--- src/rtl/cond_exec_unit_if.sv ---
// Decode-to-execute control bundle for cond_exec_unit: decoder controls and ALU flags in,
// condition-gated write enables, flags and squash count out.
interface cond_exec_unit_if #(
  parameter int unsigned CNT_W = 16
);
  logic             valid_d;
  logic [3:0]       cond_d;
  logic             pcs_d;
  logic             regw_d;
  logic             memw_d;
  logic [1:0]       flagw_d;
  logic             stall;
  logic             flush;
  logic [3:0]       alu_flags;
  logic             pc_src;
  logic             reg_write;
  logic             mem_write;
  logic             cond_ex;
  logic [3:0]       flags;
  logic [CNT_W-1:0] squash_cnt;

  modport master (
    output valid_d, cond_d, pcs_d, regw_d, memw_d, flagw_d, stall, flush, alu_flags,
    input  pc_src, reg_write, mem_write, cond_ex, flags, squash_cnt
  );

  modport slave (
    input  valid_d, cond_d, pcs_d, regw_d, memw_d, flagw_d, stall, flush, alu_flags,
    output pc_src, reg_write, mem_write, cond_ex, flags, squash_cnt
  );
endinterface

--- src/rtl/cond_exec_unit.sv ---
// Execute-stage condition unit: E-slot register with stall/flush, NZCV flags, ARM condition
// evaluation, condition-gated write enables and a saturating squashed-instruction counter.
module cond_exec_unit #(
  parameter logic [3:0]  FLAG_INIT = 4'b0000,
  parameter int unsigned CNT_W     = 16
) (
  input logic              clk,
  input logic              reset,
  cond_exec_unit_if.slave  bus
);

  logic             valid_e_q;
  logic [3:0]       cond_e_q;
  logic             pcs_e_q;
  logic             regw_e_q;
  logic             memw_e_q;
  logic [1:0]       flagw_e_q;
  logic [3:0]       flags_q;
  logic [CNT_W-1:0] cnt_q;

  logic n, z, c, v;
  logic pass;
  logic cond_ex;
  logic commit;
  logic squash;

  assign {n, z, c, v} = flags_q;

  always_comb begin
    pass = 1'b0;
    case (cond_e_q)
      4'b0000: pass = z;
      4'b0001: pass = ~z;
      4'b0010: pass = c;
      4'b0011: pass = ~c;
      4'b0100: pass = n;
      4'b0101: pass = ~n;
      4'b0110: pass = v;
      4'b0111: pass = ~v;
      4'b1000: pass = c & ~z;
      4'b1001: pass = ~c | z;
      4'b1010: pass = (n == v);
      4'b1011: pass = (n != v);
      4'b1100: pass = ~z & (n == v);
      4'b1101: pass = z | (n != v);
      4'b1110: pass = 1'b1;
      default: pass = 1'b0;  // reserved encoding never executes
    endcase
  end

  assign cond_ex = valid_e_q & pass;
  // A stalled instruction must not commit yet; it commits once, on its first free cycle.
  assign commit  = cond_ex & ~bus.stall;
  assign squash  = valid_e_q & ~pass & ~bus.stall;

  assign bus.cond_ex    = cond_ex;
  assign bus.pc_src     = commit & pcs_e_q;
  assign bus.reg_write  = commit & regw_e_q;
  assign bus.mem_write  = commit & memw_e_q;
  assign bus.flags      = flags_q;
  assign bus.squash_cnt = cnt_q;

  always_ff @(posedge clk) begin
    if (reset) begin
      valid_e_q <= 1'b0;
      cond_e_q  <= 4'b0000;
      pcs_e_q   <= 1'b0;
      regw_e_q  <= 1'b0;
      memw_e_q  <= 1'b0;
      flagw_e_q <= 2'b00;
      flags_q   <= FLAG_INIT;
      cnt_q     <= '0;
    end else begin
      if (bus.flush) begin
        valid_e_q <= 1'b0;
        cond_e_q  <= 4'b0000;
        pcs_e_q   <= 1'b0;
        regw_e_q  <= 1'b0;
        memw_e_q  <= 1'b0;
        flagw_e_q <= 2'b00;
      end else if (!bus.stall) begin
        valid_e_q <= bus.valid_d;
        cond_e_q  <= bus.cond_d;
        pcs_e_q   <= bus.pcs_d;
        regw_e_q  <= bus.regw_d;
        memw_e_q  <= bus.memw_d;
        flagw_e_q <= bus.flagw_d;
      end
      // The outgoing instruction still retires its flags when the slot is flushed behind it.
      if (commit && flagw_e_q[1]) flags_q[3:2] <= bus.alu_flags[3:2];
      if (commit && flagw_e_q[0]) flags_q[1:0] <= bus.alu_flags[1:0];
      if (squash && (cnt_q != '1)) cnt_q <= cnt_q + CNT_W'(1);
    end
  end

endmodule

--- src/flat_wrapper.sv ---
// flat-port wrapper written by rule: the top's interface ports become plain ports
module cond_exec_unit_flat 
#(
  parameter logic [3:0]  FLAG_INIT = 4'b0000,
  parameter int unsigned CNT_W     = 16
)
  (clk, reset, bus_valid_d, bus_cond_d, bus_pcs_d, bus_regw_d, bus_memw_d, bus_flagw_d, bus_stall, bus_flush, bus_alu_flags, bus_pc_src, bus_reg_write, bus_mem_write, bus_cond_ex, bus_flags, bus_squash_cnt);
  cond_exec_unit_if #(.CNT_W(CNT_W)) bus_i ();
  input logic clk;
  input logic reset;
  input wire logic [$bits(bus_i.valid_d)-1:0] bus_valid_d;
  input wire logic [$bits(bus_i.cond_d)-1:0] bus_cond_d;
  input wire logic [$bits(bus_i.pcs_d)-1:0] bus_pcs_d;
  input wire logic [$bits(bus_i.regw_d)-1:0] bus_regw_d;
  input wire logic [$bits(bus_i.memw_d)-1:0] bus_memw_d;
  input wire logic [$bits(bus_i.flagw_d)-1:0] bus_flagw_d;
  input wire logic [$bits(bus_i.stall)-1:0] bus_stall;
  input wire logic [$bits(bus_i.flush)-1:0] bus_flush;
  input wire logic [$bits(bus_i.alu_flags)-1:0] bus_alu_flags;
  output wire logic [$bits(bus_i.pc_src)-1:0] bus_pc_src;
  output wire logic [$bits(bus_i.reg_write)-1:0] bus_reg_write;
  output wire logic [$bits(bus_i.mem_write)-1:0] bus_mem_write;
  output wire logic [$bits(bus_i.cond_ex)-1:0] bus_cond_ex;
  output wire logic [$bits(bus_i.flags)-1:0] bus_flags;
  output wire logic [$bits(bus_i.squash_cnt)-1:0] bus_squash_cnt;
  assign bus_i.valid_d = bus_valid_d;
  assign bus_i.cond_d = bus_cond_d;
  assign bus_i.pcs_d = bus_pcs_d;
  assign bus_i.regw_d = bus_regw_d;
  assign bus_i.memw_d = bus_memw_d;
  assign bus_i.flagw_d = bus_flagw_d;
  assign bus_i.stall = bus_stall;
  assign bus_i.flush = bus_flush;
  assign bus_i.alu_flags = bus_alu_flags;
  assign bus_pc_src = bus_i.pc_src;
  assign bus_reg_write = bus_i.reg_write;
  assign bus_mem_write = bus_i.mem_write;
  assign bus_cond_ex = bus_i.cond_ex;
  assign bus_flags = bus_i.flags;
  assign bus_squash_cnt = bus_i.squash_cnt;
  cond_exec_unit #(.FLAG_INIT(FLAG_INIT), .CNT_W(CNT_W)) u_core (.clk(clk), .reset(reset), .bus(bus_i));
endmodule
--- config.mk ---
export PLATFORM = sky130hd
export DESIGN_NAME = cond_exec_unit_flat
export DESIGN_NICKNAME = d
export VERILOG_FILES = /design/src/rtl/cond_exec_unit_if.sv /design/src/rtl/cond_exec_unit.sv /design/src/flat_wrapper.sv
export SDC_FILE = /design/constraint.sdc
export NUM_CORES = 1
export LEC_CHECK = 0
export CORE_MARGIN = 4
export CORE_UTILIZATION = 35
export DETAILED_ROUTE_END_ITERATION = 10
export DONT_BUFFER_PORTS = 1
export PLACE_DENSITY = 0.5
export SLEW_MARGIN = 20
export SYNTH_ARGS = -nofsm -noshare
export SYNTH_HDL_FRONTEND = slang
export SYNTH_SLANG_ARGS = --single-unit
--- constraint.sdc ---
create_clock -name clk -period 3.4 [get_ports clk]
set_clock_uncertainty 0.05 [all_clocks]
set_input_delay 0.34 -clock clk [delete_from_list [all_inputs] [get_ports clk]]
set_output_delay 0.34 -clock clk [all_outputs]
set_load 0.02 [all_outputs]
==> results by group <==
Floorplan
  – Die area: 5790 sq um
  – Die H: 76.1 um
  – # rows: 24
  – Core area: 4410 sq um
  – Die width: 76.1 um
  – # IOs: 42
  – Initial Util: 36.8%

Synthesis
  – Top cells by count, synth: dfxtp_1 (30), nor2_1 (25), mux2i_1 (16)
  – Mean Syn Cell Area: 8.68 sq um
  – Async SR Flop Fraction: 0%
  – Netlist cell types: 44
  – Top cell type's share of synthesized area: 37.0%
  – Ys flop type: dfxtp_1
  – Post-synthesis cell area: 1620 sq um
  – Seq/Total Area, Yosys: 37.0%
  – Post-synth top area cell: dfxtp_1
  – Yosys warns: 0
  – Synth top area cells: dfxtp_1 (37%), mux2i_1 (9.9%), nor2_1 (5.8%)
  – Synthesized Nets: 206
  – Synth Instances: 187
  – Yosys reg bits: 30
  – Most frequent cell after synthesis: dfxtp_1
  – EDFF count, synth: 0

Placed design
  – RD Place Congestion: 0.844
  – DPL Wire Length: 2840 um
  – Port Buffers: 0
  – Dpl cell area: 1630 sq um

Clocking
  – Clock-pin slew on the worst setup and hold paths: 0.06 ns
  – CTS H-tree depth: 2
  – CTS Buf Count: 5
  – Clk Tree Root Cell: clkbuf_8
  – Clock Tree Buf Depth: 2
  – Post-CTS Hold Buffers: 0
  – Skew-Pair Late Insertion Delay: 0.28 ns
  – Post-CTS Resized: 0
  – CTS tree: done
  – Post-CTS setup buffer count: 0
  – Sink Count: 30

Worst setup path
  – WP data arrival: 3.02 ns
  – Critical Path Start Type: flip-flop
  – FF-to-FF setup slack: 0.50 ns
  – Crit end category: flip-flop
  – WP data required: 3.52 ns
  – Kind of critical path: reg2reg
  – Critical path peak fanout: 21

Detailed routing
  – WL final: 3880 um
  – DR vias/cell: 5.93
  – DRT antenna net count: 0
  – Starting DRT DRC Count: 70
  – Routed vias: 1405
  – WL per Instance: 16.4 um
  – DRC: 0
  – Pre-antenna DRT Iters: 4

Global routing
  – Overall Global Routing Usage: 14.4%
  – Gr ovfl total: 0
  – Initial antenna violation count: 0
  – Vias in the first global route: 1412
  – Pin count of the biggest net entering global routing: 27
  – First-pass GRT wire length: 7020 um

STA
  – Worst rel slew slack: 46.9%
  – Setup TNS: 0 ns
  – Final Cycle Share: 85.3%
  – Endpoints failing hold: 0
  – Worst slew pin tran: 0.786 ns
  – Crit path time final: 2.90 ns
  – Max Freq: 345 MHz
  – Fin. max-slew vios: 0
  – # setup viols final: 0
  – RSZ-0062 raised after global routing: false

Power
  – VDD IR max: 205 uV
  – Lkg Pwr: 0.624 nW
  – PD cells: 412 nW/um^2

Min path
  – Worst min-delay path class: in2reg

Final layout
  – Number of fill cells: 451
  – Fin nets: 203
  – Area of the multi-input gates: 952 sq um
  – Fin util: 39.4%
  – Antenna cells: 0
  – Layout cells sized above 1: 8.65%
  – Fin area: 1740 sq um
  – Register area: 601 sq um
  – Synthesis-to-layout area growth: 7.17%

Flow run
  – Max cap viols: 0

Run status
  – Status: finished, final reports clean
==> stage by stage <==
step	hold slack, ns	std cells	power (mW)	setup WS, ns
after floorplan	0.405	187	0.394	0.708
after global placement	0.364	229	0.391	0.581
after detailed placement	0.364	229	0.392	0.503
after CTS	0.0649	237	0.733	0.501
after global routing	0.0532	237	0.757	0.315
final	0.0730	237	0.717	0.501
==> placed cells by master, fill, tap and decap left out, types with 2 or more instances in the layout <==
cell	count
inv_1	3
and3_1	4
o21ai_0	3
nor2b_1	4
or2_2	2
nand2b_1	4
or3_1	3
o311ai_0	2
o31ai_1	7
a21oi_1	11
nand2_1	10
dfxtp_1	30
nand3b_1	3
mux2_2	4
nand3_1	6
nor3_1	3
nor2_1	25
and4_1	2
nand4_1	3
mux2i_1	16
or4_1	11
clkbuf_8	8
nor4_1	4
==> sequential cells by signal (all words and copies together), names as in the netlist <==
| register | count |
|---|---|
| u_core.bus.squash_cnt | 16 |
| u_core.cond_e_q | 4 |
| u_core.regw_e_q | 1 |
| u_core.bus.flags | 4 |
| u_core.pcs_e_q | 1 |
| u_core.valid_e_q | 1 |
| u_core.memw_e_q | 1 |
| u_core.flagw_e_q | 2 |
==> worst paths after layout <==
| path | start | depth (start not counted) | to |
|---|---|---|---|
| worst max-delay path | u_core.bus.flags[3] | 6 | u_core.bus.squash_cnt[7] |
| worst min-delay path | reset | 1 | u_core.bus.squash_cnt[3] |
| worst max register to register | u_core.bus.flags[3] | 6 | u_core.bus.squash_cnt[7] |
| worst min register to register | u_core.pcs_e_q | 2 | u_core.pcs_e_q |
==> final cells by class <==
class / instances / area share [%]
multi-input cells: 144 / 54.7
flip-flops and latches: 30 / 34.5
clock buffers: 8 / 6.33
well taps: 52 / 3.74
inverters: 3 / 0.647
==> where the power goes <==
group / switching [mW] / internal (mW)
sequential: 0.00593 / 0.356
clock: 0.129 / 0.204
combinational: 0.0100 / 0.0120
total: 0.145 / 0.572
==> critical path: stages (launching register included) <==
cell and delay, ns:
dfxtp_1 0.53, xor2_1 0.18, a32o_1 0.24, a221o_1 0.45, or4_4 0.65, nor4_1 0.32, mux2_2 0.36
==> kinds of logic (layout without fill, tap and decap cells) <==
group,count (synthesis),count (layout),synth area share [%]
AND/OR/NAND/NOR,91,91,31.8
AO/OA/AOI/OAI,31,31,12.9
flip-flops,30,30,37.0
multiplexers,20,20,12.6
buffers and inverters,13,11,4.32
adder cells (fa/ha/maj),1,1,0.771
XOR/XNOR,1,1,0.540
==> layer usage <==
metal	wire length (um)	share of wire (%)	GRT usage [%]
met5	0	0	0
met4	40	1.0	3.67
met3	251	6.5	5.79
met2	1980	51	24.9
met1	1610	41	16.3
Note: power is estimated with default switching activity, not from simulation.
